$ cat config.mk
export PLATFORM = sky130hd
export DESIGN_NAME = uart_tx
export DESIGN_NICKNAME = d
export VERILOG_FILES = /design/src/rtl/uart_tx.sv
export SDC_FILE = /design/constraint.sdc
export NUM_CORES = 1
export LEC_CHECK = 0
export CAP_MARGIN = 10
export CELL_PAD_IN_SITES_DETAIL_PLACEMENT = 0
export CELL_PAD_IN_SITES_GLOBAL_PLACEMENT = 1
export CORE_MARGIN = 3
export CORE_UTILIZATION = 40
export CTS_CLUSTER_SIZE = 28
export DETAILED_ROUTE_END_ITERATION = 16
export GPL_ROUTABILITY_DRIVEN = 1
export GPL_TIMING_DRIVEN = 0
export PLACE_DENSITY_LB_ADDON = 0.1
export REMOVE_ABC_BUFFERS = 1
export SLEW_MARGIN = 25
export SYNTH_ARGS = -nofsm -noshare
export SYNTH_HDL_FRONTEND = slang
export SYNTH_SLANG_ARGS = --single-unit
$ cat constraint.sdc
create_clock -name clk_i -period 3.1 [get_ports clk_i]
set_input_delay 0.62 -clock clk_i [delete_from_list [all_inputs] [get_ports clk_i]]
set_output_delay 0.62 -clock clk_i [all_outputs]
set_load 0.01 [all_outputs]
$ cat src/rtl/uart_tx.sv
// UART transmitter: accepts one byte per valid/ready transfer and serialises it
// onto tx_o as start, 8 data bits (LSB first), optional parity and 1 or 2 stop bits.
module uart_tx #(
    parameter int unsigned OVERSAMPLE = 8
) (
    input  logic       clk_i,
    input  logic       arst_ni,
    input  logic       cfg_parity_en_i,
    input  logic       cfg_parity_type_i,
    input  logic       cfg_stop_bits_i,
    input  logic [7:0] tx_data_i,
    input  logic       tx_data_valid_i,
    output logic       tx_data_ready_o,
    output logic       tx_busy_o,
    output logic       tx_done_o,
    output logic       tx_o
);

    localparam int CW = (OVERSAMPLE > 2) ? $clog2(OVERSAMPLE) : 1;

    typedef enum logic [2:0] {
        IDLE,
        START,
        DATA,
        PARITY,
        STOP1,
        STOP2
    } state_t;

    state_t        r_state;
    state_t        w_state_nxt;
    logic [CW-1:0] r_cnt;
    logic [CW-1:0] w_cnt_nxt;
    logic [2:0]    r_idx;
    logic [2:0]    w_idx_nxt;
    logic [7:0]    r_data;
    logic          r_par_en;
    logic          r_par_type;
    logic          r_stop2;
    logic          r_tx;
    logic          w_tx_nxt;
    logic          r_done;
    logic          w_last;
    logic          w_final_stop;
    logic          w_xfer;

    assign w_last       = (r_cnt == CW'(OVERSAMPLE - 1));
    assign w_final_stop = w_last && (((r_state == STOP1) && !r_stop2) || (r_state == STOP2));

    // Accepting in the final stop cycle lets the next start bit follow with no gap.
    assign tx_data_ready_o = (r_state == IDLE) || w_final_stop;
    assign w_xfer          = tx_data_valid_i && tx_data_ready_o;

    assign tx_o      = r_tx;
    assign tx_busy_o = (r_state != IDLE);
    assign tx_done_o = r_done;

    always_comb begin
        w_state_nxt = r_state;
        w_cnt_nxt   = r_cnt;
        w_idx_nxt   = r_idx;
        w_tx_nxt    = 1'b1;

        if (r_state != IDLE) begin
            w_cnt_nxt = w_last ? '0 : r_cnt + 1'b1;
        end

        case (r_state)
            IDLE: begin
                if (w_xfer) begin
                    w_state_nxt = START;
                    w_cnt_nxt   = '0;
                end
            end
            START: begin
                if (w_last) begin
                    w_state_nxt = DATA;
                    w_idx_nxt   = 3'd0;
                end
            end
            DATA: begin
                if (w_last) begin
                    if (r_idx == 3'd7) begin
                        w_state_nxt = r_par_en ? PARITY : STOP1;
                    end else begin
                        w_idx_nxt = r_idx + 3'd1;
                    end
                end
            end
            PARITY: begin
                if (w_last) begin
                    w_state_nxt = STOP1;
                end
            end
            STOP1: begin
                if (w_last) begin
                    if (r_stop2) begin
                        w_state_nxt = STOP2;
                    end else begin
                        w_state_nxt = w_xfer ? START : IDLE;
                    end
                end
            end
            STOP2: begin
                if (w_last) begin
                    w_state_nxt = w_xfer ? START : IDLE;
                end
            end
            default: begin
                w_state_nxt = IDLE;
                w_cnt_nxt   = '0;
            end
        endcase

        // The line level is registered alongside the state, so it is derived from the next state.
        case (w_state_nxt)
            START:   w_tx_nxt = 1'b0;
            DATA:    w_tx_nxt = r_data[w_idx_nxt];
            PARITY:  w_tx_nxt = (^r_data) ^ r_par_type;
            default: w_tx_nxt = 1'b1;
        endcase
    end

    always_ff @(posedge clk_i or negedge arst_ni) begin
        if (!arst_ni) begin
            r_state    <= IDLE;
            r_cnt      <= '0;
            r_idx      <= 3'd0;
            r_tx       <= 1'b1;
            r_done     <= 1'b0;
            r_data     <= 8'h00;
            r_par_en   <= 1'b0;
            r_par_type <= 1'b0;
            r_stop2    <= 1'b0;
        end else begin
            r_state <= w_state_nxt;
            r_cnt   <= w_cnt_nxt;
            r_idx   <= w_idx_nxt;
            r_tx    <= w_tx_nxt;
            r_done  <= w_final_stop;
            if (w_xfer) begin
                r_data     <= tx_data_i;
                r_par_en   <= cfg_parity_en_i;
                r_par_type <= cfg_parity_type_i;
                r_stop2    <= cfg_stop_bits_i;
            end
        end
    end

endmodule
==> impl_metrics.toml <==
[status]
outcome = "finished, final reports clean"

[flow_run]
drv_cap = 0

[setup_path]
path_cells = "ha_1 > ha_1 > nand2_1 > o21ai_1 > clkdlybuf4s50_1"
worstReg2RegStart = "r_cnt[0]"
required_ns = 2.48
crit_arrival_ns = 2.05
cp-start-kind = "flop"
endpoint = "tx_data_ready_o"
endpoint_kind = "output port"
critPathKind = "flop to output port"
r2r_end = "tx_o"
cp_common_cell = "ha_1"
cp-startpoint = "r_cnt[0]"
reg2reg_setup_slack_ns = 0.81
slowest_delay_ns = 0.56
rr_worst_depth = 8
cp_max_fo = 9
crit_slowest_cell = "clkdlybuf4s50_1"

[synthesis]
synth_area_um2 = 1310
synth_edf_count = 0
syn_area_per_cell_um2 = 10.6
synth-main-ff-cell = "dfrtp_1"
synth_cells = 124
seq_area_frac_synth_pct = 42.1
async_reset_ff_share_pct = 100
yosysWarnings = 0
ys_seq_elements = 22
synth_cell_types = 41

[place]
place_congestion = 0.768
portBuffers = 17
hpwl_um = 1910
post_dp_cell_area_um2 = 1490

[drt]
drtAntennaViolNets = 0
drt_iter0_markers = 32
vias_per_cell = 5.40
drc = 0
totalWireLength_um = 2520
routedWlPerCell_um = 13.8
detail_route.first_pass.iterations = 2
vias = 989

[floorplan]
row_count = 20
fp.dieArea_um2 = 4000
ios = 18
die_h_um = 63.3
core-area_um2 = 3080
initial_utilization_pct = 42.6
die_x_um = 63.3

[final_layout]
areaGrowthSynthToFinish_pct = 15.0
nets = 157
diodes = 0
multiInputGateArea_um2 = 691
fin_area_um2 = 1510
seqCellArea_um2 = 552
drive_gt1_share_pct = 18.7
layout.filler_cells = 317

[pwr]
power_leakage_nw = 0.699
power.density_nw_per_um2 = 293
switchingPower_mw = 0.0911
swShare_pct = 20.6
pwr-share-seq_pct = 64.9
ir_drop_uv = 268
combPwrFrac_pct = 5.0
intPower_mw = 0.351
clkPwrFrac_pct = 30.1

[cts]
cts_max_path_buffers = 2
cts_resized = 0
tritoncts = "done"
clk_latency_ns = 0.31
cts_buffers = 3
cts_root_buf = "clkbuf_4"
post_cts_buffers = 0
cts_hold_buf = 0
htree_levels = 1
clock-sinks = 22
clk_pin_slew_ns = 0.12

[timing]
setup_viol = 0
finClkSkew_ns = 0.00686
period_needed_ns = 2.67
hold_viol = 0
rsz0062_at_grt = "false"
maxSlewHeadroom_pct = 67.0
finalCritPeriodShare_pct = 86.2
tightest_slew_ns = 0.495
tns_ns = 0
drv_slew = 0
fmax_mhz = 374

[global_routing]
overflow = 0
grt_max_degree = 23
antenna_found_initial = 0
grt_pass1_wl_um = 4540
grt_util_all_layers_pct = 14.2
grt_pass1_vias = 1008

[hold_path]
hold_class = "primary input to asynchronous set/reset pin"
## logic make-up after synthesis
family | after synthesis | synth area share [%]
AOI/OAI and AO/OA | 38 | 21.9
xor gates and xnor gates | 7 | 5.73
adders and majority gates | 3 | 2.86
buffers and inverters | 11 | 5.25
DFF | 22 | 42.1
muxes | 11 | 9.45
and+or+nand+nor | 32 | 12.8
## cell type report
type / count / share of cell area (%)
clock buffer: 4 / 1.74
inverter: 5 / 1.24
multi-input combinational: 91 / 45.8
sequential: 22 / 36.6
tap: 44 / 3.65
timing repair buffer: 17 / 11.0
## placed cells by master, fill, tap and decap left out, types with 2 or more instances in the layout
master and count:
a211oi_1 2, a21oi_2 2, nor2_1 7, a32oi_1 2
clkdlybuf4s50_1 16, a22oi_1 3, o221a_2 2, xor2_1 2
o31ai_1 2, and3b_1 2, a211o_1 2, nand2b_1 2
o211a_1 2, clkbuf_4 3, dfrtp_1 21, and2b_2 2
ha_1 3, nor3_1 2, inv_1 5, o21ai_0 11
o211ai_1 2, xnor2_1 4, nand2_1 12, mux2_2 11
## routing by layer
metal  track usage, %  routed length [um]  share of wire (%)
met1             17.3                1100                 44
met2             24.4                1280                 51
met3             4.28                 111                4.4
met4             4.04                  31                1.2
met5                0                   0                  0
## synth_stat cells, drive strengths merged (3+ instances only)
| library cell | n | share of area, % |
|---|---|---|
| a22oi | 3 | 1.7 |
| a21oi | 3 | 1.7 |
| o221a | 3 | 2.6 |
| a211oi | 3 | 2.1 |
| buf | 4 | 2.5 |
| mux2 | 11 | 9.4 |
| nor2 | 7 | 2.0 |
| xnor2 | 4 | 2.7 |
| nand2 | 12 | 3.4 |
| ha | 3 | 2.9 |
| inv | 5 | 1.4 |
| o21ai | 12 | 4.6 |
| dfrtp | 21 | 40 |
## worst min-delay path by stage
stage | end | depth (start not counted)
3_3_place_gp | r_stop2 | 1
5_1_grt | r_idx[2] | 1
6_report | r_data[5] | 1
3_5_place_dp | r_stop2 | 1
2_1_floorplan | r_cnt[0] | 0
4_1_cts | r_stop2 | 1
## power groups by stage
stage               clock network, mW  registers, mW  logic (mW)
finish                          0.133          0.287      0.0221
global route                    0.155          0.287      0.0249
CTS                             0.142          0.287      0.0236
detailed placement                  0          0.292      0.0235
global placement                    0          0.292      0.0230
floorplan                           0          0.293     0.00108
## state kept, by name, indices dropped and copies added, names as in the netlist
signal      flops
r_par_en        1
r_par_type      1
r_idx           3
r_stop2         1
r_cnt           3
r_data          8
tx_o            1
r_state         3
tx_done_o       1
## stage by stage
stage                     instances  power [mW]  worst slack [ns]  hold slack, ns  utilization, %
after floorplan                 118       0.294              1.03           0.324               -
after global placement          179       0.315             0.752           0.506            48.3
after detailed placement        179       0.316             0.746           0.513            48.3
after CTS                       183       0.453             0.391           0.540            49.1
after global routing            183       0.467             0.281           0.265            49.0
final                           183       0.442             0.427           0.257            49.0
## critical path: cells and delay by family (launching register included)
family	cells	cell delay, ns
buf+inv	1	0.56
compound gates	1	0.19
flops	1	0.39
simple gates	1	0.14
fa+ha+maj	2	0.47
No activity file was read; power rests on OpenSTA's default activity.
